===== src/rtl/serial_add_ctrl_pkg.sv =====
// Shared definitions for the bit-serial adder: FSM state encodings and default width.
// Imported by the controller and by the testbench.
package serial_add_ctrl_pkg;

  localparam int DEFAULT_WIDTH = 8;

  typedef enum logic [1:0] {
    IDLE  = 2'd0,
    SHIFT = 2'd1,
    DONE  = 2'd2
  } state_t;

endpackage


===== src/rtl/serial_add_cell.sv =====
// One-bit full-adder cell with a registered carry.
// Loading forces the carry to cin_init, which is 1 for two's-complement subtract.
module serial_add_cell (
  input  logic clk,
  input  logic rst,
  input  logic en,
  input  logic ld,
  input  logic cin_init,
  input  logic a,
  input  logic b,
  output logic s,
  output logic c
);

  logic carry;

  always_ff @(posedge clk) begin
    if (rst)
      carry <= 1'b0;
    else if (ld)
      carry <= cin_init;
    else if (en)
      carry <= c;
  end

  // s and c describe the bit currently presented; c becomes the next carry state
  assign s = a ^ b ^ carry;
  assign c = (a & b) | (a & carry) | (b & carry);

endmodule


===== src/rtl/serial_add_ctrl.sv =====
// Sequencer for the bit-serial adder: loads operands, streams them LSB-first
// through serial_add_cell and reports sum, carry-out and signed overflow.
module serial_add_ctrl
  import serial_add_ctrl_pkg::*;
#(
  parameter int WIDTH = DEFAULT_WIDTH
) (
  input  logic             clk,
  input  logic             rst,
  input  logic             start,
  input  logic             sub,
  input  logic             en,
  input  logic [WIDTH-1:0] a_in,
  input  logic [WIDTH-1:0] b_in,
  output logic             busy,
  output logic             done,
  output logic [WIDTH-1:0] sum_out,
  output logic             cout,
  output logic             ovf
);

  localparam int CNT_W = $clog2(WIDTH);

  state_t           state, state_nxt;
  logic [CNT_W-1:0] cnt;
  logic [WIDTH-1:0] a_sh, b_sh, res_sh;
  logic             load, step, last;
  logic             s_bit, c_bit, cin_msb;

  serial_add_cell u_cell (
    .clk      (clk),
    .rst      (rst),
    .en       (step),
    .ld       (load),
    .cin_init (sub),
    .a        (a_sh[0]),
    .b        (b_sh[0]),
    .s        (s_bit),
    .c        (c_bit)
  );

  assign last    = (cnt == CNT_W'(WIDTH - 1));
  // The carry into the MSB is recovered from the sum bit, saving a capture register
  assign cin_msb = s_bit ^ a_sh[0] ^ b_sh[0];
  assign busy    = (state == SHIFT);
  assign done    = (state == DONE);

  always_comb begin
    state_nxt = state;
    load      = 1'b0;
    step      = 1'b0;
    case (state)
      IDLE: begin
        if (start) begin
          state_nxt = SHIFT;
          load      = 1'b1;
        end
      end
      SHIFT: begin
        if (en) begin
          step = 1'b1;
          if (last)
            state_nxt = DONE;
        end
      end
      DONE: begin
        if (start) begin
          state_nxt = SHIFT;
          load      = 1'b1;
        end else begin
          state_nxt = IDLE;
        end
      end
      default: state_nxt = IDLE;
    endcase
  end

  always_ff @(posedge clk) begin
    if (rst) begin
      state   <= IDLE;
      cnt     <= '0;
      a_sh    <= '0;
      b_sh    <= '0;
      res_sh  <= '0;
      sum_out <= '0;
      cout    <= 1'b0;
      ovf     <= 1'b0;
    end else begin
      state <= state_nxt;
      if (load) begin
        a_sh <= a_in;
        b_sh <= sub ? ~b_in : b_in;
        cnt  <= '0;
      end else if (step) begin
        a_sh   <= a_sh >> 1;
        b_sh   <= b_sh >> 1;
        res_sh <= {s_bit, res_sh[WIDTH-1:1]};
        cnt    <= cnt + 1'b1;
        if (last) begin
          sum_out <= {s_bit, res_sh[WIDTH-1:1]};
          cout    <= c_bit;
          ovf     <= cin_msb ^ c_bit;
        end
      end
    end
  end

endmodule


===== config.mk =====
export PLATFORM = sky130hd
export DESIGN_NAME = serial_add_ctrl
export DESIGN_NICKNAME = d
export VERILOG_FILES = /design/src/rtl/serial_add_ctrl_pkg.sv /design/src/rtl/serial_add_cell.sv /design/src/rtl/serial_add_ctrl.sv
export SDC_FILE = /design/constraint.sdc
export NUM_CORES = 1
export LEC_CHECK = 0
export CAP_MARGIN = 30
export CORE_UTILIZATION = 29
export DETAILED_ROUTE_END_ITERATION = 8
export DONT_BUFFER_PORTS = 1
export PLACE_DENSITY = 0.44
export RECOVER_POWER = 100
export SLEW_MARGIN = 25
export SYNTH_ARGS = -nofsm -noshare
export SYNTH_HDL_FRONTEND = slang
export SYNTH_SLANG_ARGS = --single-unit
export TNS_END_PERCENT = 10

===== constraint.sdc =====
create_clock -name clk -period 3.6 [get_ports clk]
set_clock_uncertainty 0.1 [all_clocks]
set_input_delay 0.54 -clock clk [delete_from_list [all_inputs] [get_ports clk]]
set_output_delay 0.54 -clock clk [all_outputs]
set_load 0.01 [all_outputs]

==> impl_metrics.json, run 1 <==
{
  "routed_via_density": 4.81,
  "die_x_um": 78.3,
  "cts_setup_buffers": 0,
  "utilization_pct": 32.0,
  "r2r_slack_ps": 1280,
  "start_kind": "flop",
  "syn_area_um2": 1690,
  "synth_area_leaders": "dfxtp_1 46%, nand2_1 10%, a21oi_1 8.6%",
  "vias": 1259,
  "cts_num_sinks": 39,
  "synth.largest_area_cell": "dfxtp_1",
  "antenna_found_initial": 0,
  "endpoint_kind": "flop",
  "hpwl_mm": 2.28,
  "clkTransAtPathRegs_ps": 80,
  "ctsHoldBuffers": 0,
  "ir_worst_vdd_uv": 202,
  "postRouteAntennaNets": 0,
  "htreeDepth": 2,
  "grt_max_degree": 40,
  "grt_pass1_vias": 1207,
  "grt_pass1_wl_mm": 5.77,
  "power.leakage_nw": 0.594,
  "wl_per_cell_um": 12.9,
  "dpl.cell_count": 253,
  "synth_top_area_share_pct": 46.3,
  "crit_type": "flop to flop",
  "pin_count": 33,
  "finalSetupViolCount": 0,
  "final_hold_viol_count": 0,
  "cap_violations": 0,
  "timing.rr.end": "b_sh[2]",
  "p_total_mw": 0.874,
  "tightest_slew_ps": 1010,
  "portBuffers": 0,
  "ys_warn_count": 0,
  "clockBufferDepth": 2,
  "setup.worst_path.end": "b_sh[2]",
  "dieArea_um2": 6120,
  "ys_types": 30,
  "std_cell_rows": 27,
  "drt_iter0_drc": 66,
  "dp_worst_setup_slack_ps": 1560,
  "worstPathRequired_ps": 3690,
  "slew_headroom_pct": 32.5,
  "drive_gt1_share_pct": 5.26,
  "fin_cells": 262,
  "grt-ovfl-total": 0,
  "rr_worst_depth": 4,
  "chipHeight_um": 78.3,
  "p_per_area_nw_per_um2": 493,
  "numCtsBuffers": 5,
  "slew_viol_final": 0,
  "antenna_cells": 0,
  "coreArea_um2": 5540,
  "syn2layout_area_growth_pct": 5.04,
  "fin_crit_ps": 2320,
  "ys_seq_elements": 39,
  "tns_ps": 0,
  "arrival_ps": 2410,
  "groute.usage.overall_pct": 12.1,
  "syn_avg_cell_area_um2": 8.61,
  "cp-startpoint": "state[0]",
  "hp-class": "input port to flop",
  "ys_seq_area_share_pct": 46.3,
  "nFillCells": 615,
  "path_max_fanout": 15,
  "root_buffer": "clkbuf_8",
  "cts_tree": "built",
  "clk-insertion-delay-late_ps": 280,
  "fmax_mhz": 432,
  "status": "complete, no violations",
  "start_util_pct": 30.4,
  "cts_resized": 0,
  "routed_wl_mm": 3.37,
  "remaining_drc_errors": 0,
  "timing.rr.start": "state[0]",
  "nets": 213,
  "rsz0062_at_grt": "no",
  "syn-instance-count": 196,
  "firstDrtPassIters": 5,
  "syn-num-nets": 220,
  "fin_ws_ps": 1280,
  "fin_crit_sh_pct": 64.3,
  "gp_congestion": 0.677
}
==> cell families after synthesis <==
group	after synthesis	synth area share [%]
XOR/XNOR	12	6.23
flip-flops	39	46.3
AND/OR/NAND/NOR	80	21.0
AO/OA/AOI/OAI	44	16.7
adder cells (fa/ha/maj)	3	2.67
multiplexers	2	1.19
buffers and inverters	16	5.93
==> registers in the layout, indices dropped and copies added, names as in the netlist <==
| signal | count |
|---|---|
| a_sh | 8 |
| b_sh | 8 |
| sum_out | 8 |
| res_sh | 7 |
| cnt | 3 |
| state | 2 |
| cout | 1 |
| ovf | 1 |
| u_cell.carry | 1 |
==> where the power goes <==
part | switching [mW] | leakage [nW] | total [mW] | internal, mW
clock | 0.147 | 0.0515 | 0.322 | 0.175
sequential | 0.0134 | 0.318 | 0.464 | 0.451
combinational | 0.0481 | 0.224 | 0.0875 | 0.0393
==> critical path, cell delays in order (launching register included) <==
cell and delay [ps]:
dfxtp_1 370, nor2b_1 800, clkbuf_1 560, a21oi_1 80, a221oi_1 300
==> metrics by stage <==
stage / hold WS (ps) / instance area (µm²)
5_1_grt: 195 / 1770
2_1_floorplan: 332 / 1690
3_5_place_dp: 342 / 1690
4_1_cts: 206 / 1790
6_report: 220 / 1770
3_3_place_gp: 336 / 1680
==> cells in the final DEF, fill, tap and decap left out, drive strengths merged <==
master,synthesis,layout
nor3,6,6
nand3b,1,1
nor2b,3,3
nand4b,1,1
mux2i,2,2
nand2,47,47
clkbuf,6,10
a221oi,7,7
nor2,14,14
nor4,3,3
nand3,2,2
a211oi,6,6
dfxtp,39,39
xnor2,11,11
xor2,1,1
nand2b,1,1
ha,2,2
fa,1,1
a21oi,31,31
and3b,1,1
and4b,1,1
==> worst min path at each step <==
stage	startpoint	end	slack, ps	depth (start not counted)
6_report	rst	a_sh[7]	220	1
3_3_place_gp	res_sh[1]	sum_out[0]	340	2
2_1_floorplan	res_sh[1]	sum_out[0]	330	2
3_5_place_dp	res_sh[1]	res_sh[1]	340	2
5_1_grt	rst	b_sh[6]	200	1
4_1_cts	rst	b_sh[6]	210	1
==> per-layer routing <==
| metal | wire length, µm | track usage (%) | share of wire [%] | vias up |
|---|---|---|---|---|
| met1 | 1580 | 15.9 | 47 | 568 |
| li1 | - | - | - | 649 |
| met3 | 289 | 4.77 | 8.6 | 2 |
| met4 | 24 | 4.44 | 0.71 | 0 |
| met2 | 1470 | 17.8 | 44 | 40 |
| met5 | 0 | 0 | 0 | - |
==> layout make-up <==
type | instances | area (µm²) | area share, %
well taps | 72 | 90.1 | 5.08
clock buffers | 8 | 100 | 5.65
flip-flops and latches | 39 | 781 | 44.1
repair buffers | 2 | 7.51 | 0.424
multi-input cells | 141 | 793 | 44.8
==> synthesized netlist by cell type <==
| library cell | count |
|---|---|
| a211oi_1 | 6 |
| a21oi_1 | 29 |
| a21oi_2 | 2 |
| a221oi_1 | 5 |
| a221oi_2 | 2 |
| and3b_1 | 1 |
| and4b_1 | 1 |
| buf_1 | 1 |
| buf_2 | 4 |
| buf_4 | 2 |
| buf_6 | 2 |
| buf_8 | 1 |
| clkbuf_1 | 5 |
| clkbuf_2 | 1 |
| dfxtp_1 | 39 |
| fa_1 | 1 |
| ha_1 | 2 |
| mux2i_1 | 2 |
| nand2_1 | 47 |
| nand2b_1 | 1 |
| nand3_1 | 2 |
| nand3b_2 | 1 |
| nand4b_1 | 1 |
| nor2_1 | 14 |
| nor2b_1 | 2 |
| nor2b_2 | 1 |
| nor3_1 | 6 |
| nor4_1 | 3 |
| xnor2_1 | 11 |
| xor2_1 | 1 |
Note: power is estimated with default switching activity, not from simulation.
==> run 2, diff against run 1 <==
PLACE_DENSITY = 0.45   (was 0.44)
clock period = 2.05 ns   (was 3.6 ns; I/O delays follow)
==> impl_metrics.json, run 2 (synthesized netlist as in run 1, its figures left out) <==
{
  "final_common_cell": "nand2_1",
  "cts_resized": 0,
  "mostFrequentLayoutCells": "47 x nand2_1, 39 x dfxtp_1, 30 x a21oi_1",
  "coreArea_um2": 5540,
  "syn2layout_area_growth_pct": 6.38,
  "gp_congestion": 0.646,
  "crit_type": "flop to flop",
  "clockBufferDepth": 2,
  "chipHeight_um": 78.3,
  "grt_pass1_wl_mm": 6.13,
  "hpwl_mm": 2.23,
  "slew_viol_final": 0,
  "fin_crit_ps": 1600,
  "nFillCells": 625,
  "routed_via_density": 4.87,
  "critical-path-max-stage-delay_ps": 470,
  "cp_cell_sequence": "and3b_1, buf_4, a21oi_1, a221oi_1",
  "vias": 1282,
  "cap_violations": 0,
  "pin_count": 33,
  "cp_top_family": "flip-flops",
  "rsz0062_at_grt": "no",
  "grt_max_degree": 40,
  "start_util_pct": 30.4,
  "cts_setup_buffers": 0,
  "clkTransAtPathRegs_ps": 80,
  "start_kind": "flop",
  "fmax_mhz": 623,
  "crit_buf_inv": 1,
  "final_hold_viol_count": 0,
  "tightest_slew_ps": 591,
  "cts_tree": "built",
  "drive_gt1_share_pct": 7.85,
  "grt_pass1_vias": 1220,
  "postRouteAntennaNets": 0,
  "status": "complete, no violations",
  "remaining_drc_errors": 0,
  "ctsHoldBuffers": 1,
  "path_max_fanout": 25,
  "endpoint_kind": "flop",
  "portBuffers": 0,
  "power.leakage_nw": 0.614,
  "drt_iter0_drc": 63,
  "routed_wl_mm": 3.64,
  "firstDrtPassIters": 4,
  "grt-ovfl-total": 0,
  "reg_top3": "a_sh (8), b_sh (8), sum_out (8)",
  "antenna_found_initial": 0,
  "nets": 215,
  "dieArea_um2": 6120,
  "cts_num_sinks": 39,
  "tns_ps": 0,
  "die_x_um": 78.3,
  "groute.usage.overall_pct": 12.9,
  "slew_headroom_pct": 60.6,
  "hp-class": "input port to flop",
  "finalSetupViolCount": 0,
  "utilization_pct": 32.4,
  "htreeDepth": 2,
  "worstPathRequired_ps": 2140,
  "ir_worst_vdd_uv": 230,
  "wl_per_cell_um": 13.8,
  "critPathSlowestCell": "dfxtp_1",
  "arrival_ps": 1690,
  "clk-insertion-delay-late_ps": 290,
  "fin_crit_sh_pct": 78.3,
  "numCtsBuffers": 5,
  "p_per_area_nw_per_um2": 846,
  "std_cell_rows": 27,
  "antenna_cells": 0,
  "root_buffer": "clkbuf_8",
  "r2r_slack_ps": 450
}
[run 2: changes by cell type in the layout (fill, tap and decap cells not counted), sizes merged]
cell,before,now
buf,0,3
clkbuf,10,7
clkinv,0,1
[run 2: path summary, 6_finish.rpt]
kind                 to      start  depth (start not counted)
min             a_sh[7]    a_in[7]                          2
max reg2reg     b_sh[2]   state[0]                          4
max             b_sh[2]   state[0]                          4
min reg2reg  sum_out[0]  res_sh[1]                          2
[run 2: stage by stage]
| step | hold slack (ps) | std cells | worst slack (ps) | power [mW] | cell area, µm² |
|---|---|---|---|---|---|
| final | 56.1 | 263 | 445 | 1.52 | 1790 |
| after global routing | 52.5 | 263 | 322 | 1.60 | 1790 |
| after CTS | 47.0 | 263 | 429 | 1.55 | 1810 |
| after detailed placement | 280 | 255 | 447 | 0.993 | 1700 |
| after global placement | 280 | 255 | 467 | 0.995 | 1700 |
| after floorplan | 332 | 196 | 559 | 0.987 | 1690 |
[run 2: cell type report]
| cell class | count | area, µm² | share of cell area [%] |
|---|---|---|---|
| timing repair buffer | 4 | 40.0 | 2.23 |
| sequential | 39 | 781 | 43.5 |
| clock inverter | 1 | 5.00 | 0.279 |
| tap | 72 | 90.1 | 5.02 |
| clock buffer | 6 | 82.6 | 4.60 |
| multi-input combinational | 141 | 796 | 44.4 |
[run 2: power by group]
part	leakage [nW]	internal (mW)	switching, mW
Combinational	0.248	0.0751	0.0958
Sequential	0.318	0.792	0.0231
Clock	0.0470	0.264	0.267
[run 2: layer usage]
| layer | vias to the layer above | wire (µm) | GRT usage [%] |
|---|---|---|---|
| li1 | 655 | - | - |
| met1 | 599 | 1830 | 16.9 |
| met2 | 22 | 1530 | 18.7 |
| met3 | 6 | 196 | 4.42 |
| met4 | 0 | 74 | 6.11 |
| met5 | - | 0 | 0 |
==> run 3, diff against run 2 <==
PLACE_DENSITY = 0.44   (was 0.45)
clock period = 1.6 ns   (was 2.05 ns; I/O delays follow)
==> impl_metrics.json, run 3 (synthesized netlist as in run 1, its figures left out) <==
{
  "status": "complete, no violations",
  "path_max_fanout": 3,
  "p_total_mw": 1.91,
  "vias": 1332,
  "portBuffers": 0,
  "dp_worst_setup_slack_ps": 25.1,
  "slew_viol_final": 0,
  "root_buffer": "clkbuf_8",
  "p_int_mw": 1.43,
  "antenna_found_initial": 0,
  "hpwl_mm": 2.47,
  "grt-ovfl-total": 0,
  "routed_wl_mm": 3.56,
  "grt_pass1_vias": 1230,
  "critical-path-max-stage-delay_ps": 490,
  "fin_ws_ps": 38.1,
  "m1WireLength_mm": 1.68,
  "cap_violations": 0,
  "chipHeight_um": 78.3,
  "gp_congestion": 0.680,
  "final_hold_viol_count": 0,
  "syn2layout_area_growth_pct": 9.57,
  "tightest_slew_ps": 323,
  "utilization_pct": 33.4,
  "cp_cell_sequence": "fa_1, xnor2_1, xnor2_1, a211oi_1",
  "std_cell_rows": 27,
  "die_x_um": 78.3,
  "clkTransAtPathRegs_ps": 80,
  "firstDrtPassIters": 4,
  "numCtsBuffers": 5,
  "clockBufferDepth": 2,
  "hp-class": "input port to flop",
  "antenna_cells": 0,
  "arrival_ps": 1670,
  "fin_crit_ps": 1560,
  "dpl.cell_count": 262,
  "clockPowerShare_pct": 33.3,
  "grt_max_degree": 40,
  "pin_count": 33,
  "routed-wl-met2_mm": 1.57,
  "drive_gt1_share_pct": 10.9,
  "cts_num_sinks": 39,
  "final_common_cell": "nand2_1",
  "crit_type": "flop to flop",
  "mostFrequentLayoutCells": "47 x nand2_1, 38 x dfxtp_1, 29 x a21oi_1",
  "p_sw_share_pct": 25.4,
  "grt_pass1_wl_mm": 5.71,
  "critPathSlowestCell": "fa_1",
  "htreeDepth": 2,
  "start_util_pct": 30.4,
  "nets": 224,
  "met3_length_um": 249,
  "power.leakage_nw": 0.643,
  "reg_top3": "a_sh (8), b_sh (8), sum_out (8)",
  "dieArea_um2": 6120,
  "power_frac_seq_pct": 54.7,
  "wl_per_cell_um": 13.0,
  "groute.usage.overall_pct": 12.1,
  "top_layer": "met4",
  "fin_cells": 273,
  "ir_worst_vdd_uv": 424,
  "p_comb_share_pct": 12.1,
  "p_sw_mw": 0.484,
  "fmax_mhz": 640,
  "start_kind": "flop",
  "rsz0062_at_grt": "yes",
  "p_per_area_nw_per_um2": 1030,
  "slew_headroom_pct": 78.5,
  "clk-insertion-delay-late_ps": 290,
  "crit_path_frequent_cell": "xnor2_1",
  "drt_iter0_drc": 88,
  "coreArea_um2": 5540,
  "worstPathRequired_ps": 1700,
  "routed_via_density": 4.88,
  "fin_crit_sh_pct": 97.6,
  "finalSetupViolCount": 0,
  "cts_tree": "built",
  "endpoint_kind": "flop",
  "postRouteAntennaNets": 0,
  "remaining_drc_errors": 0
}
==> run 3: changes by cell type in the layout (fill, tap and decap cells not counted), sizes merged <==
cell,change
dlygate4sd3,+1
clkinvlp,+1
clkbuf,+4
buf,+4
==> run 3: power groups by stage <==
| stage | logic, mW | registers [mW] | clock network (mW) |
|---|---|---|---|
| floorplan | 0.207 | 1.06 | 0 |
| global placement | 0.217 | 1.06 | 0 |
| detailed placement | 0.224 | 1.07 | 0 |
| CTS | 0.248 | 1.04 | 0.660 |
| global route | 0.256 | 1.05 | 0.706 |
| finish | 0.230 | 1.04 | 0.636 |
==> run 3: worst max-delay path, delay by kind of cell, from the launching register on <==
kind / cells / cell delay, ps
xor gates and xnor gates: 2 / 280
adders and majority gates: 1 / 490
AOI/OAI and AO/OA: 1 / 210
DFF: 1 / 400
==> run 3: metal layers <==
metal | vias to the layer above | global-route usage [%]
li1 | 672 | -
met1 | 629 | 15.2
met2 | 25 | 18.2
met3 | 6 | 4.19
met4 | 0 | 6.11
met5 | - | 0
==> run 3: final timing paths <==
path | start | end | slack, ps | cells after the start
worst min register to register | a_sh[5] | a_sh[5] | 360 | 2
worst max register to register | b_sh[0] | ovf | 40 | 4
worst min-delay path | en | state[1] | 20 | 2
worst max-delay path | b_sh[0] | ovf | 40 | 4
==> run 3: final cells by class <==
cell class	instances	area [µm²]
Fill cell	633	3690
Multi-Input combinational cell	141	790
Sequential cell	39	782
Timing Repair Buffer	13	101
Tap cell	72	90.1
Clock buffer	6	72.6
Clock inverter	2	12.5
==> run 3: stage by stage <==
step,hold slack [ps],TNS (ps),instance area [µm²]
floorplan,280,0,1690
global placement,213,0,1760
detailed placement,213,0,1760
CTS,29.5,0,1880
global route,19.3,-38.4,1850
finish,25.0,0,1850
==> run 3: repair_timing <==
action	CTS	global route
hold buffers	2	0
hold endpoints to repair	39	0
endpoints found under the setup margin	0	12
buffers inserted	0	1
resized for setup	0	1
